==> src/rtl/noc_output_port_allocator.sv <==
// Per-output-port switch allocator for the mesh router.
// Arbitrates the five input ports (N,S,W,E,Local) for one output with
// round-robin fairness, holds the output from head to tail flit (wormhole),
// and gates every grant on downstream flow control (credits or ack/nack).
// The grant is combinational from this cycle's requests and registered state.

package noc_alloc_pkg;

  typedef enum logic [2:0] {
    kNorthPort = 3'd0,
    kSouthPort = 3'd1,
    kWestPort  = 3'd2,
    kEastPort  = 3'd3,
    kLocalPort = 3'd4
  } noc_port_t;

  typedef enum logic {
    kFlowControlCreditBased = 1'b0,
    kFlowControlAckNack     = 1'b1
  } flow_control_e;

endpackage

module noc_output_port_allocator
  import noc_alloc_pkg::*;
#(
  parameter int unsigned   PortQueueDepth = 4,
  parameter flow_control_e FlowControl    = kFlowControlCreditBased,
  parameter logic [4:0]    PortsEnable    = 5'b11111,
  localparam int unsigned  CreditsWidth   = $clog2(PortQueueDepth + 1)
) (
  input  logic                    clk,
  input  logic                    rst,
  input  logic [4:0]              req,
  input  logic [4:0]              head,
  input  logic [4:0]              tail,
  input  logic                    credit_in,
  input  logic                    stop_in,
  output logic [4:0]              gnt,
  output logic                    valid_out,
  output logic                    locked,
  output logic [2:0]              owner,
  output logic [CreditsWidth-1:0] credits,
  output logic                    err
);

  localparam int unsigned NumPorts = 5;
  localparam logic [CreditsWidth-1:0] MaxCredits = CreditsWidth'(PortQueueDepth);

  typedef enum logic {
    kIdle   = 1'b0,
    kLocked = 1'b1
  } state_e;

  state_e                  state_q;
  noc_port_t               rr_ptr_q;
  noc_port_t               owner_q;
  logic [CreditsWidth-1:0] credits_q;
  logic                    err_q;

  logic [4:0] mreq;
  logic [4:0] cand;
  logic       can_send;
  logic       win_found;
  noc_port_t  win_idx;
  logic [4:0] gnt_c;

  // Port index arithmetic modulo five: Local (4) wraps back to North (0).
  function automatic noc_port_t port_add(input noc_port_t base, input int unsigned off);
    logic [3:0] sum;
    sum = {1'b0, base} + 4'(off);
    if (sum >= 4'(NumPorts)) sum = sum - 4'(NumPorts);
    return noc_port_t'(sum[2:0]);
  endfunction

  assign mreq     = req & PortsEnable;
  assign cand     = mreq & head;
  assign can_send = (FlowControl == kFlowControlCreditBased) ? (credits_q != '0) : !stop_in;

  // Round-robin pick of the first head candidate at or after rr_ptr, then the grant.
  always_comb begin
    // NOTE: every output of this block gets a default first so no path infers a latch.
    win_found = 1'b0;
    win_idx   = kNorthPort;
    gnt_c     = '0;
    for (int unsigned i = 0; i < NumPorts; i++) begin
      if (!win_found && cand[port_add(rr_ptr_q, i)]) begin
        win_found = 1'b1;
        win_idx   = port_add(rr_ptr_q, i);
      end
    end
    if (rst) begin
      unique case (state_q)
        kIdle:   if (can_send && win_found) gnt_c[win_idx] = 1'b1;
        kLocked: gnt_c[owner_q] = mreq[owner_q] && can_send;
        default: gnt_c = '0;
      endcase
    end
  end

  assign gnt       = gnt_c;
  assign valid_out = |gnt_c;
  assign locked    = (state_q == kLocked);
  assign owner     = owner_q;
  assign credits   = credits_q;
  assign err       = err_q;

  // Allocation FSM: IDLE grants a new head flit, LOCKED serves only the owner until its tail.
  always_ff @(posedge clk or negedge rst) begin
    if (!rst) begin
      // NOTE: state is updated with non-blocking assignments so every register samples pre-edge values.
      state_q  <= kIdle;
      rr_ptr_q <= kNorthPort;
      owner_q  <= kNorthPort;
    end else begin
      unique case (state_q)
        kIdle: begin
          if (valid_out) begin
            rr_ptr_q <= port_add(win_idx, 1);
            owner_q  <= win_idx;
            if (!tail[win_idx]) state_q <= kLocked;
          end
        end
        kLocked: begin
          if (valid_out && tail[owner_q]) state_q <= kIdle;
        end
        default: state_q <= kIdle;
      endcase
    end
  end

  // Downstream credit counter: minus one per transfer, plus one per returned credit, saturating.
  always_ff @(posedge clk or negedge rst) begin
    if (!rst) begin
      credits_q <= MaxCredits;
      err_q     <= 1'b0;
    end else if (FlowControl == kFlowControlCreditBased) begin
      unique case ({valid_out, credit_in})
        2'b10: credits_q <= credits_q - CreditsWidth'(1);
        2'b01: begin
          if (credits_q == MaxCredits) err_q <= 1'b1;
          else credits_q <= credits_q + CreditsWidth'(1);
        end
        default: credits_q <= credits_q;
      endcase
    end else begin
      credits_q <= MaxCredits;
    end
  end

endmodule

==> config.mk <==
export PLATFORM = sky130hd
export DESIGN_NAME = noc_output_port_allocator
export DESIGN_NICKNAME = d
export VERILOG_FILES = /design/src/rtl/noc_output_port_allocator.sv
export SDC_FILE = /design/constraint.sdc
export NUM_CORES = 1
export LEC_CHECK = 0
export ABC_AREA = 1
export CAP_MARGIN = 20
export CORE_MARGIN = 2
export CORE_UTILIZATION = 32
export CTS_CLUSTER_SIZE = 30
export DETAILED_ROUTE_END_ITERATION = 10
export GPL_ROUTABILITY_DRIVEN = 0
export SLEW_MARGIN = 20
export SYNTH_ARGS = -nofsm -noshare
export SYNTH_HDL_FRONTEND = slang
export SYNTH_SLANG_ARGS = --single-unit
==> constraint.sdc <==
create_clock -name clk -period 5.2 [get_ports clk]
set_input_delay 1.04 -clock clk [delete_from_list [all_inputs] [get_ports clk]]
set_output_delay 1.04 -clock clk [all_outputs]
set_load 0.05 [all_outputs]
==> reports/qor.yml <==
path_cells: "inv_1 > ha_1 > xnor2_1 > inv_1 > nand2_1 > nand2_1 > nand3_1 > nand2_1 > nand2_2 > nand2_2 > nand3_1 > nand2_1 > nor2_1 > nand3_1 > nor2_2 > nand2_1 > nand2_1 > nand3_2 > nand2_2 > nor2_4 > inv_2 > buf_4"
area_growth_syn_to_layout_pct: 21.07
grt_usage: 0.1717
fin_nets: 381
cts_tree: "built"
status: "finished, final reports clean"
syn_nets: 348
grt_pass1_wl_um: 8907
fmax_ghz: 0.2113
initial_core_util: 0.3299
wl_per_cell_um: 12.77
vias: 2081
fin_worst_skew_ns: 0.005618
r2r-end: "credits[2]"
ff2ff_path_depth: 25
finalCritPeriodShare: 0.9099
rsz0062_at_grt: "false"
hold_end: "err"
drc: 0
routed_wl_um: 5415
drt-pass1-iter-count: 4
clkTransAtPathRegs_ns: 0.05
diodes: 0
path_class: "reg2out"
setup_viol: 0
vias_per_cell: 4.908
grt_max_degree: 15
tightest_slew_ns: 0.6422
antenna_left: 0
grt_pass1_vias: 1881
coreArea_mm2: 0.005886
stdcell_area_mm2: 0.002351
synth_area_mm2: 0.001942
clock-sinks: 11
die_h_um: 81.90
setup.worst_path.start_class: "flop"
antenna_found_initial: 0
final_hold_viol_count: 0
multi_input_area_mm2: 0.001445
clockBufferDepth: 2
yosys_warnings: 0
die-area_mm2: 0.006708
drtIter0Drc: 115
clk_latency_ns: 0.24
post-dp-hpwl_um: 4499
cts_buffers: 3
slowest_stage: "dfrtp_1"
netlist_instances: 317
slowest_delay_ns: 0.51
die_x_um: 81.90
crit_family: "simple AND/OR/NAND/NOR gates"
required_ns: 4.16
end_kind: "output pin"
synth_seq_cells: 11
synth_seq_area_share: 0.1424
rrSetupSlack_ns: 1.08
final_util: 0.3994
post_cts_buffers: 0
cp_data_arrival_time_ns: 3.69
path_buf_inv: 4
gr-total-overflow: 0
critPathMostFrequentCell: "nand2_1"
layout-drive-gt1-share: 0.1691
portBuffers: 31
cap_violations: 0
slew-limit-headroom: 0.5706
cts-resized-gates: 0
avgSynthCellArea_um2: 6.126
r2r-start: "rr_ptr_q[1]"
async_flop_share: 1.000
holdBufCountCts: 0
placed_area_mm2: 0.002306
synth_cell_types: 37
fin_setup_tns_ns: 0
fillers: 636
ff_latch_area_um2: 276.5
post-route-min-period_ns: 4.732
min_path_cells: 1
htreeDepth: 1
io_pins: 33
num_rows: 28
synth_ff_type: "dfrtp_1"
synth_edf_count: 0
root_buffer: "clkbuf_8"
hold_path.startpoint: "err"
cp_max_fo: 8
hold_class: "reg2reg"
maxSlewViolCount: 0
## routing by layer
layer	part of all wire	GRT usage
met5	0	0
met4	0.011	0.04333
met3	0.028	0.02088
met2	0.46	0.2610
met1	0.51	0.2548
## cells in the mapped netlist, types with 4 or more instances
master   number  share of area
a21oi_1       8          0.021
ha_1         10          0.064
inv_1        46          0.089
nand2_1      88           0.17
nand3_1      44           0.11
o21ai_2       4          0.018
nand4_1       8          0.026
nand2_2      18          0.058
o21ai_0      13          0.034
inv_2         4         0.0077
o21ai_1       9          0.023
nor2_1        9          0.017
nor2_2        5          0.016
dfrtp_1      10           0.13
nand3_2       5          0.026
nor3_1        4          0.010
## cell usage in the layout, fill, tap and decap left out, types with 9 or more instances in the layout
| cell type | count |
|---|---|
| nand2_1 | 88 |
| inv_1 | 46 |
| nand3_1 | 44 |
| clkdlybuf4s50_1 | 25 |
| nand2_2 | 18 |
| o21ai_0 | 13 |
| ha_1 | 10 |
| dfrtp_1 | 10 |
| o21ai_1 | 9 |
| nor2_1 | 9 |
## cells by family (layout without fill, tap and decap cells)
group / after synthesis / in the layout / share of synthesized area
adders and majority gates: 12 / 12 / 0.08505
and+or+nand+nor: 190 / 190 / 0.4948
AOI/OAI and AO/OA: 46 / 46 / 0.1424
buffers and inverters: 54 / 86 / 0.1134
xor gates and xnor gates: 4 / 4 / 0.02191
DFF: 11 / 11 / 0.1424
## flip-flops by register name, summed over array words and instances, names as in the netlist
name	flops
credits	3
owner	3
rr_ptr_q	3
err	1
locked	1
## worst max path at each step
stage,from,endpoint,cells past startpoint
2_1_floorplan,rr_ptr_q[0],valid_out,23
3_3_place_gp,req[3],valid_out,19
3_5_place_dp,req[2],valid_out,18
4_1_cts,rr_ptr_q[1],valid_out,22
5_1_grt,rr_ptr_q[1],valid_out,22
6_report,rr_ptr_q[1],valid_out,22
## layout make-up
class	count	share of cell area
flip-flops and latches	11	0.1176
multi-input cells	252	0.6147
clock buffers	4	0.01916
repair buffers	32	0.1288
well taps	75	0.03991
inverters	50	0.07983
## through the flow
stage	cells	hold WS (ns)	setup WS [ns]
floorplan	317	0.5822	1.348
global placement	420	0.4662	0.6103
detailed placement	420	0.4719	0.5986
CTS	424	0.4840	0.4983
global route	424	0.4919	0.1256
finish	424	0.4779	0.4684
Power is not shown: default switching activity piles up to over one toggle a cycle in this logic, so the estimate is an artifact.
